$ cat config.mk
export PLATFORM = sky130hd
export DESIGN_NAME = laser_pulse_rx
export DESIGN_NICKNAME = d
export VERILOG_FILES = /design/src/rtl/laser_pkg.sv /design/src/rtl/laser_pulse_rx.sv
export SDC_FILE = /design/constraint.sdc
export NUM_CORES = 1
export LEC_CHECK = 0
export ABC_AREA = 0
export BUFFER_PORTS_ARGS = -buffer_cell sky130_fd_sc_hd__buf_2
export CAP_MARGIN = 10
export CELL_PAD_IN_SITES_DETAIL_PLACEMENT = 1
export CELL_PAD_IN_SITES_GLOBAL_PLACEMENT = 2
export CORE_AREA = 5 5 59 61
export DETAILED_ROUTE_END_ITERATION = 8
export DIE_AREA = 0 0 64 66
export GPL_TIMING_DRIVEN = 0
export MAX_ROUTING_LAYER = met4
export PLACE_DENSITY_LB_ADDON = 0.1
export SLEW_MARGIN = 20
export SYNTH_ARGS = -nofsm -noshare
export SYNTH_HDL_FRONTEND = slang
export SYNTH_SLANG_ARGS = --single-unit
export TNS_END_PERCENT = 20
$ cat constraint.sdc
create_clock -name clk -period 2.3 [get_ports clk]
set_input_delay 0.115 -clock clk [delete_from_list [all_inputs] [get_ports clk]]
set_output_delay 0.115 -clock clk [all_outputs]
set_load 0.005 [all_outputs]
$ cat src/rtl/laser_pkg.sv
`default_nettype none
// ============================================================================
//  Module      : laser_pkg
//  Description : Shared types for the laser pulse receiver: FSM state
//                encoding and error classification codes.
//  Revision    : 1.0 - initial release
// ============================================================================
package laser_pkg;

   // Receiver FSM states
   typedef enum logic [1:0] {
      IDLE = 2'd0,
      ON   = 2'd1,
      OVER = 2'd2,
      GAP  = 2'd3
   } rx_state_t;

   // Classification of the most recent faulty pulse
   typedef enum logic [1:0] {
      ERR_NONE  = 2'd0,
      ERR_SHORT = 2'd1,
      ERR_LONG  = 2'd2,
      ERR_GAP   = 2'd3
   } rx_err_t;

endpackage : laser_pkg
`default_nettype wire

$ cat src/rtl/laser_pulse_rx.sv
`default_nettype none
// ============================================================================
//  Module      : laser_pulse_rx
//  Description : Measures each high pulse on the beam line and the low gap
//                that follows, classifies it as good / short / long / gap
//                violation, strobes the result and counts good pulses.
//  Revision    : 1.0 - initial release
// ============================================================================
module laser_pulse_rx
   import laser_pkg::*;
#(
   parameter int PULSE_LEN = 3,
   parameter int MIN_GAP   = 1
) (
   input  logic       clk,
   input  logic       rst,
   input  logic       beam,
   output logic       pulse_ok,
   output logic       pulse_err,
   output logic [1:0] err_code,
   output logic [7:0] ok_count,
   output logic       busy
);

   // Counter width covers the larger of the two measured lengths
   localparam int c_MAX_LEN = (PULSE_LEN > MIN_GAP) ? PULSE_LEN : MIN_GAP;
   localparam int CNT_W     = $clog2(c_MAX_LEN + 1);

   localparam logic [CNT_W-1:0] c_PULSE_LEN = CNT_W'(PULSE_LEN);
   localparam logic [CNT_W-1:0] c_RUN_ONE   = CNT_W'(1);
   localparam logic [CNT_W:0]   c_GAP_ONE   = (CNT_W+1)'(1);
   localparam logic [CNT_W:0]   c_MIN_GAP   = (CNT_W+1)'(MIN_GAP);
   // A single required low cycle is already satisfied by the falling sample
   localparam logic             c_GAP_SKIP  = (MIN_GAP == 1);

   rx_state_t        r_state;
   logic [CNT_W-1:0] r_run_cnt;
   logic [CNT_W-1:0] r_gap_cnt;
   logic             r_pulse_ok;
   logic             r_pulse_err;
   rx_err_t          r_err_code;
   logic [7:0]       r_ok_count;

   rx_state_t        w_state_nxt;
   logic [CNT_W-1:0] w_run_nxt;
   logic [CNT_W-1:0] w_gap_nxt;
   logic             w_ok;
   logic             w_err;
   rx_err_t          w_err_nxt;
   logic [CNT_W:0]   w_gap_p1;

   // Gap count including the current low sample, one bit wider so the
   // comparison against MIN_GAP cannot overflow
   assign w_gap_p1 = {1'b0, r_gap_cnt} + c_GAP_ONE;

   // Next-state, counter and strobe decode
   always_comb begin
      w_state_nxt = r_state;
      w_run_nxt   = r_run_cnt;
      w_gap_nxt   = r_gap_cnt;
      w_ok        = 1'b0;
      w_err       = 1'b0;
      w_err_nxt   = r_err_code;
      case (r_state)
         IDLE: begin
            if (beam) begin
               w_state_nxt = ON;
               w_run_nxt   = c_RUN_ONE;
            end
         end
         ON: begin
            if (beam) begin
               if (r_run_cnt == c_PULSE_LEN) begin
                  // One sample too many: flag now, ignore the rest of it
                  w_err       = 1'b1;
                  w_err_nxt   = ERR_LONG;
                  w_state_nxt = OVER;
               end else begin
                  w_run_nxt = r_run_cnt + c_RUN_ONE;
               end
            end else begin
               if (r_run_cnt == c_PULSE_LEN) begin
                  w_ok = 1'b1;
               end else begin
                  w_err     = 1'b1;
                  w_err_nxt = ERR_SHORT;
               end
               if (c_GAP_SKIP) begin
                  w_state_nxt = IDLE;
               end else begin
                  w_state_nxt = GAP;
                  w_gap_nxt   = c_RUN_ONE;
               end
            end
         end
         OVER: begin
            if (!beam) begin
               if (c_GAP_SKIP) begin
                  w_state_nxt = IDLE;
               end else begin
                  w_state_nxt = GAP;
                  w_gap_nxt   = c_RUN_ONE;
               end
            end
         end
         GAP: begin
            if (beam) begin
               // Gap too short, but the new pulse is still measured
               w_err       = 1'b1;
               w_err_nxt   = ERR_GAP;
               w_state_nxt = ON;
               w_run_nxt   = c_RUN_ONE;
            end else if (w_gap_p1 >= c_MIN_GAP) begin
               w_state_nxt = IDLE;
            end else begin
               w_gap_nxt = w_gap_p1[CNT_W-1:0];
            end
         end
         default: begin
            w_state_nxt = IDLE;
         end
      endcase
   end

   // State, counters and registered outputs
   always_ff @(posedge clk or posedge rst) begin
      if (rst) begin
         r_state     <= IDLE;
         r_run_cnt   <= '0;
         r_gap_cnt   <= '0;
         r_pulse_ok  <= 1'b0;
         r_pulse_err <= 1'b0;
         r_err_code  <= ERR_NONE;
         r_ok_count  <= 8'd0;
      end else begin
         r_state     <= w_state_nxt;
         r_run_cnt   <= w_run_nxt;
         r_gap_cnt   <= w_gap_nxt;
         r_pulse_ok  <= w_ok;
         r_pulse_err <= w_err;
         r_err_code  <= w_err_nxt;
         if (w_ok) begin
            r_ok_count <= r_ok_count + 8'd1;
         end
      end
   end

   assign pulse_ok  = r_pulse_ok;
   assign pulse_err = r_pulse_err;
   assign err_code  = r_err_code;
   assign ok_count  = r_ok_count;
   assign busy      = (r_state != IDLE);

endmodule : laser_pulse_rx
`default_nettype wire

After elaboration in Yosys (flattened, before gate mapping)
Index checks and enable logic that the tools add are counted.
{"block": "word_totals", "n_memories": 0, "latchBits": 0, "ramBits": 0, "inputBits": 3, "ff_bits": 18, "output_inout_bits": 13, "mem_bits_ro": 0, "word_cells": 56}
{"block": "op_classes", "n_shift": 0, "magnitude_cmp": 1, "bitwise": 2, "n_mux": 21, "addsub": 3, "eq_ne": 13, "n_mul": 0, "div_mod_pow": 0, "reduce_logical": 9}
{"operator": "$mux W2", "count": 11}
{"operator": "$reduce_and A4 Y1", "count": 3}
{"operator": "$ne A2 B2 Y1 const B", "count": 5}
{"operator": "$ne A3 B3 Y1 const B", "count": 3}
{"operator": "$add A8 B1 Y8 const B", "count": 1}
{"operator": "$pmux W2 S2", "count": 2}
{"operator": "$pmux W2 S4", "count": 1}
{"operator": "$eq A2 B2 Y1 const B", "count": 3}
{"operator": "$mux W1", "count": 6}
{"operator": "$reduce_bool A2 Y1", "count": 3}
{"operator": "$add A2 B1 Y3 const B", "count": 1}
{"operator": "$ge A3 B1 Y1 const B", "count": 1}
{"operator": "$reduce_and A3 Y1", "count": 1}
{"operator": "$add A2 B1 Y2 const B", "count": 1}
{"operator": "$eq A2 B1 Y1 const B", "count": 1}
{"operator": "$logic_not A2 Y1", "count": 1}
{"operator": "$ne A2 B1 Y1 const B", "count": 1}
{"operator": "$not A1 Y1", "count": 2}
{"operator": "$pmux W1 S2", "count": 1}
{"operator": "$reduce_or A2 Y1", "count": 1}

Depth between registers and ports, before layout
{"block": "depth", "ltp_word": 5, "mapped_depth": 7}

Worst setup path after synthesis
Ideal clock, no wire load.
{"block": "synth_timing", "path_type": "register to register", "start": "register r_run_cnt[0]", "end": "register r_err_code[1] (netlist: err_code[1])", "required_time_ns": 2.177, "setup_slack_ns": 0.735, "path_buffers": 0, "setup_ns": 0.123, "arrival_ns": 1.442, "path_stages_with_launch": 7, "path_cell_list": "dfrtp_1 -> ha_1 -> inv_1 -> ha_1 -> or4b_1 -> o21ai_0 -> a21oi_1"}
{"block": "synth_between", "elab_chain_len": 3}
{"element": "from (decl)", "line_no": "laser_pulse_rx.sv:37", "source": "logic [CNT_W-1:0] r_run_cnt;"}
{"element": "from (signal assigned)", "line_no": "laser_pulse_rx.sv:137", "source": "r_run_cnt <= w_run_nxt;"}
{"element": "$eq A2 B2 Y1 (*)", "line_no": "laser_pulse_rx.sv:73, laser_pulse_rx.sv:82"}
{"element": "$ne A3 B3 Y1 (no line)"}
{"element": "$reduce_and A4 Y1 (no line) (*)"}
{"element": "to (signal assigned)", "line_no": "laser_pulse_rx.sv:141", "source": "r_err_code <= w_err_nxt;"}
{"element": "to (decl)", "line_no": "laser_pulse_rx.sv:41", "source": "rx_err_t r_err_code;"}
Mark *: on every way between the ends. The rest lies on a longest branch, timed or not.
A chain may end at the register's enable or synchronous reset.

Worst setup path in the final report
Ends and elaborated chain as after synthesis.

==> results.sh <==
export IMPL_status="completed"
export IMPL_grt_pass1_wl_microns=3460
export IMPL_hpwl_microns=1480
export IMPL_crit_path_max_fanout=5
export IMPL_setup_tns_ns=0
export IMPL_synth_seq_area_share_pct=47.1
export IMPL_drive_gt1_share_pct=21.5
export IMPL_fmax_ghz=0.587
export IMPL_cp_arrival_ns=1.88
export IMPL_cts_tree="done"
export IMPL_syn_area_sq_um=956
export IMPL_p_int_w=0.000649
export IMPL_drt_iter0_drc=14
export IMPL_swShare_pct=36.7
export IMPL_synth_nets=101
export IMPL_worst_hold_path_type="in2reg"
export IMPL_p_comb_share_pct=40.6
export IMPL_io_pins=16
export IMPL_ir_worst_vdd_mv=0.333
export IMPL_fillers=340
export IMPL_drc=0
export IMPL_vias_per_cell=4.82
export IMPL_setup_viol=0
export IMPL_die_area_sq_mm=0.00422
export IMPL_gp_congestion=0.717
export IMPL_dieWidth_microns=64
export IMPL_power_switching_w=0.000376
export IMPL_period_share_pct=74.1
export IMPL_synthCells=88
export IMPL_worstMarginPinSlew_ns=0.705
export IMPL_power_w=0.00102
export IMPL_power_density_mw_per_mm2=927
export IMPL_hold_start="beam"
export IMPL_yosys_warnings=0
export IMPL_cts_clk_slew_worst_paths_ns=0.11
export IMPL_rr_worst_depth=6
export IMPL_postSynthAreaPerCell_sq_um=10.9
export IMPL_critical_path_required_ns=2.48
export IMPL_clock_latency_ns=0.28
export IMPL_post_drt_wl_per_cell_microns=13.9
export IMPL_finClkSkew_ns=0.00278
export IMPL_ctsHoldBuffers=1
export IMPL_cts_sinks=18
export IMPL_numCtsBuffers=3
export IMPL_power_share_clock_pct=15.3
export IMPL_start_util_pct=32.6
export IMPL_clock_root_buffer="clkbuf_4"
export IMPL_finish_net_count=122
export IMPL_wirelength_microns=1950
export IMPL_row_count=20
export IMPL_grt_pass1_vias=730
export IMPL_seq_power_share_pct=44.1
export IMPL_finalCriticalPeriod_ns=1.70
export IMPL_reg2reg_from="r_run_cnt[0]$_DFFE_PP0P_"
export IMPL_critical_path_class="reg2reg"
export IMPL_relSlewSlack_pct=52.9
export IMPL_yosys_cell_types_count=23
export IMPL_vias=675
export IMPL_htreeDepth=1
export IMPL_ys_ff_latch=18
export IMPL_io_buffers=15
export IMPL_maxSlewViolCount=0
export IMPL_areaGrowthSynthToFinish_pct=15.6
export IMPL_grt_usage_pct=10.4
export IMPL_grt_max_degree=19
export IMPL_ant_nets=0
export IMPL_cts_setup_buffers=0
export IMPL_antenna_found_initial=0
export IMPL_rsz0062_at_grt="false"
export IMPL_die_y_microns=66
export IMPL_hold_viol=0
export IMPL_max_cap_violations=0
export IMPL_clock_path_buffers=2
export IMPL_cp_startpoint="r_run_cnt[0]$_DFFE_PP0P_"
export IMPL_hold_depth=4
export IMPL_ctsResizeCount=0
export IMPL_critPathCaptureType="flop"
export IMPL_n_antenna_cell=0
export IMPL_first_pass_iters=2
export IMPL_overflow=0
export IMPL_leakagePower_nw=0.581
export IMPL_start_kind="flop"
export IMPL_core_sq_mm=0.00293
## sequential cells by signal, indices dropped and copies added (netlist names)
signal and cells:
err_code 2, pulse_ok 1, r_state 2, pulse_err 1, ok_count 8, r_gap_cnt 2, r_run_cnt 2
## Yosys cell counts, drive strengths merged
library cell	count	area share, %
xor2	1	0.92
mux2	2	2.7
inv	11	4.3
a211o	1	0.92
a21oi	6	3.1
nand4	4	2.6
a31oi	1	0.65
buf	3	2.2
dfrtp	18	47
a22o	1	0.92
and2	1	0.65
mux2i	2	2.1
and4bb	1	1.3
o21ai	5	2.6
o32ai	2	1.8
ha	10	13
nand2	7	2.7
xnor2	7	6.4
or4b	1	1.0
nand2b	2	1.3
and3	2	1.3
## critical path: stages (launching register included)
cell and delay, ns:
dfrtp_1 0.39, ha_1 0.25, inv_1 0.06, ha_1 0.23, or4b_1 0.50, o21ai_0 0.08, a21oi_1 0.08
## cell families (layout without fill, tap and decap cells)
group / count (synthesis) / after routing / share of synthesized area (%)
mux: 4 / 4 / 4.84
fa+ha+maj: 10 / 10 / 13.1
compound gates: 16 / 16 / 10.1
xor+xnor: 8 / 8 / 7.33
simple gates: 18 / 18 / 11.0
buf+inv: 14 / 33 / 6.54
flops: 18 / 18 / 47.1
## placed cells by master, fill, tap and decap left out, types with 2 or more instances in the layout
cell	count
xnor2_1	7
nand4_1	4
ha_1	10
o32ai_1	2
o21ai_0	5
mux2i_1	2
nand2_1	7
nand2b_1	2
clkbuf_4	3
buf_2	17
dfrtp_1	18
and3_1	2
inv_1	11
a21oi_1	6
## layout make-up
cell class | count | area [sq um] | area share, %
inverter | 11 | 41.3 | 3.74
multi-input combinational | 56 | 443 | 40.1
buffer | 3 | 21.3 | 1.93
timing repair buffer | 16 | 85.1 | 7.70
tap | 33 | 41.3 | 3.74
clock buffer | 3 | 22.5 | 2.04
sequential | 18 | 450 | 40.8
## layer usage
layer  vias to the layer above  routed length, microns  GRT usage (%)
met2                        11                     967           17.2
met3                         2                      88           2.72
li1                        335                       -              -
met4                         0                      18           2.34
met5                         -                       0              -
met1                       327                     873           12.7
## power groups by stage
stage | sequential (W) | clock, W | combinational [W]
after CTS | 0.000455 | 0.000167 | 0.000427
after global placement | 0.000458 | 0 | 0.000416
final | 0.000452 | 0.000157 | 0.000416
after floorplan | 0.000454 | 0 | 0.000283
after global routing | 0.000467 | 0.000181 | 0.000472
after detailed placement | 0.000461 | 0 | 0.000425
## final timing paths
path / slack [ns] / to
max in group asynchronous: 1.38 / ok_count[4]$_DFFE_PP0P_
min reg2reg: 0.47 / ok_count[7]$_DFFE_PP0P_
max: 0.60 / err_code[1]$_DFFE_PP0P_
min in group asynchronous: 0.48 / ok_count[7]$_DFFE_PP0P_
min: 0.27 / err_code[1]$_DFFE_PP0P_
max reg2reg: 0.60 / err_code[1]$_DFFE_PP0P_
## stage by stage
step / worst slack, ns / util, % / std cells / hold WS [ns] / area [sq um]
6_report: 0.596 / 37.7 / 140 / 0.266 / 1100
5_1_grt: 0.467 / 37.7 / 140 / 0.275 / 1100
4_1_cts: 0.576 / 37.7 / 140 / 0.266 / 1100
3_5_place_dp: 0.601 / 36.6 / 136 / 0.276 / 1070
3_3_place_gp: 0.593 / 36.6 / 136 / 0.281 / 1070
2_1_floorplan: 0.735 / - / 88 / 0.0536 / 956
Note: power is estimated with default switching activity, not from simulation.
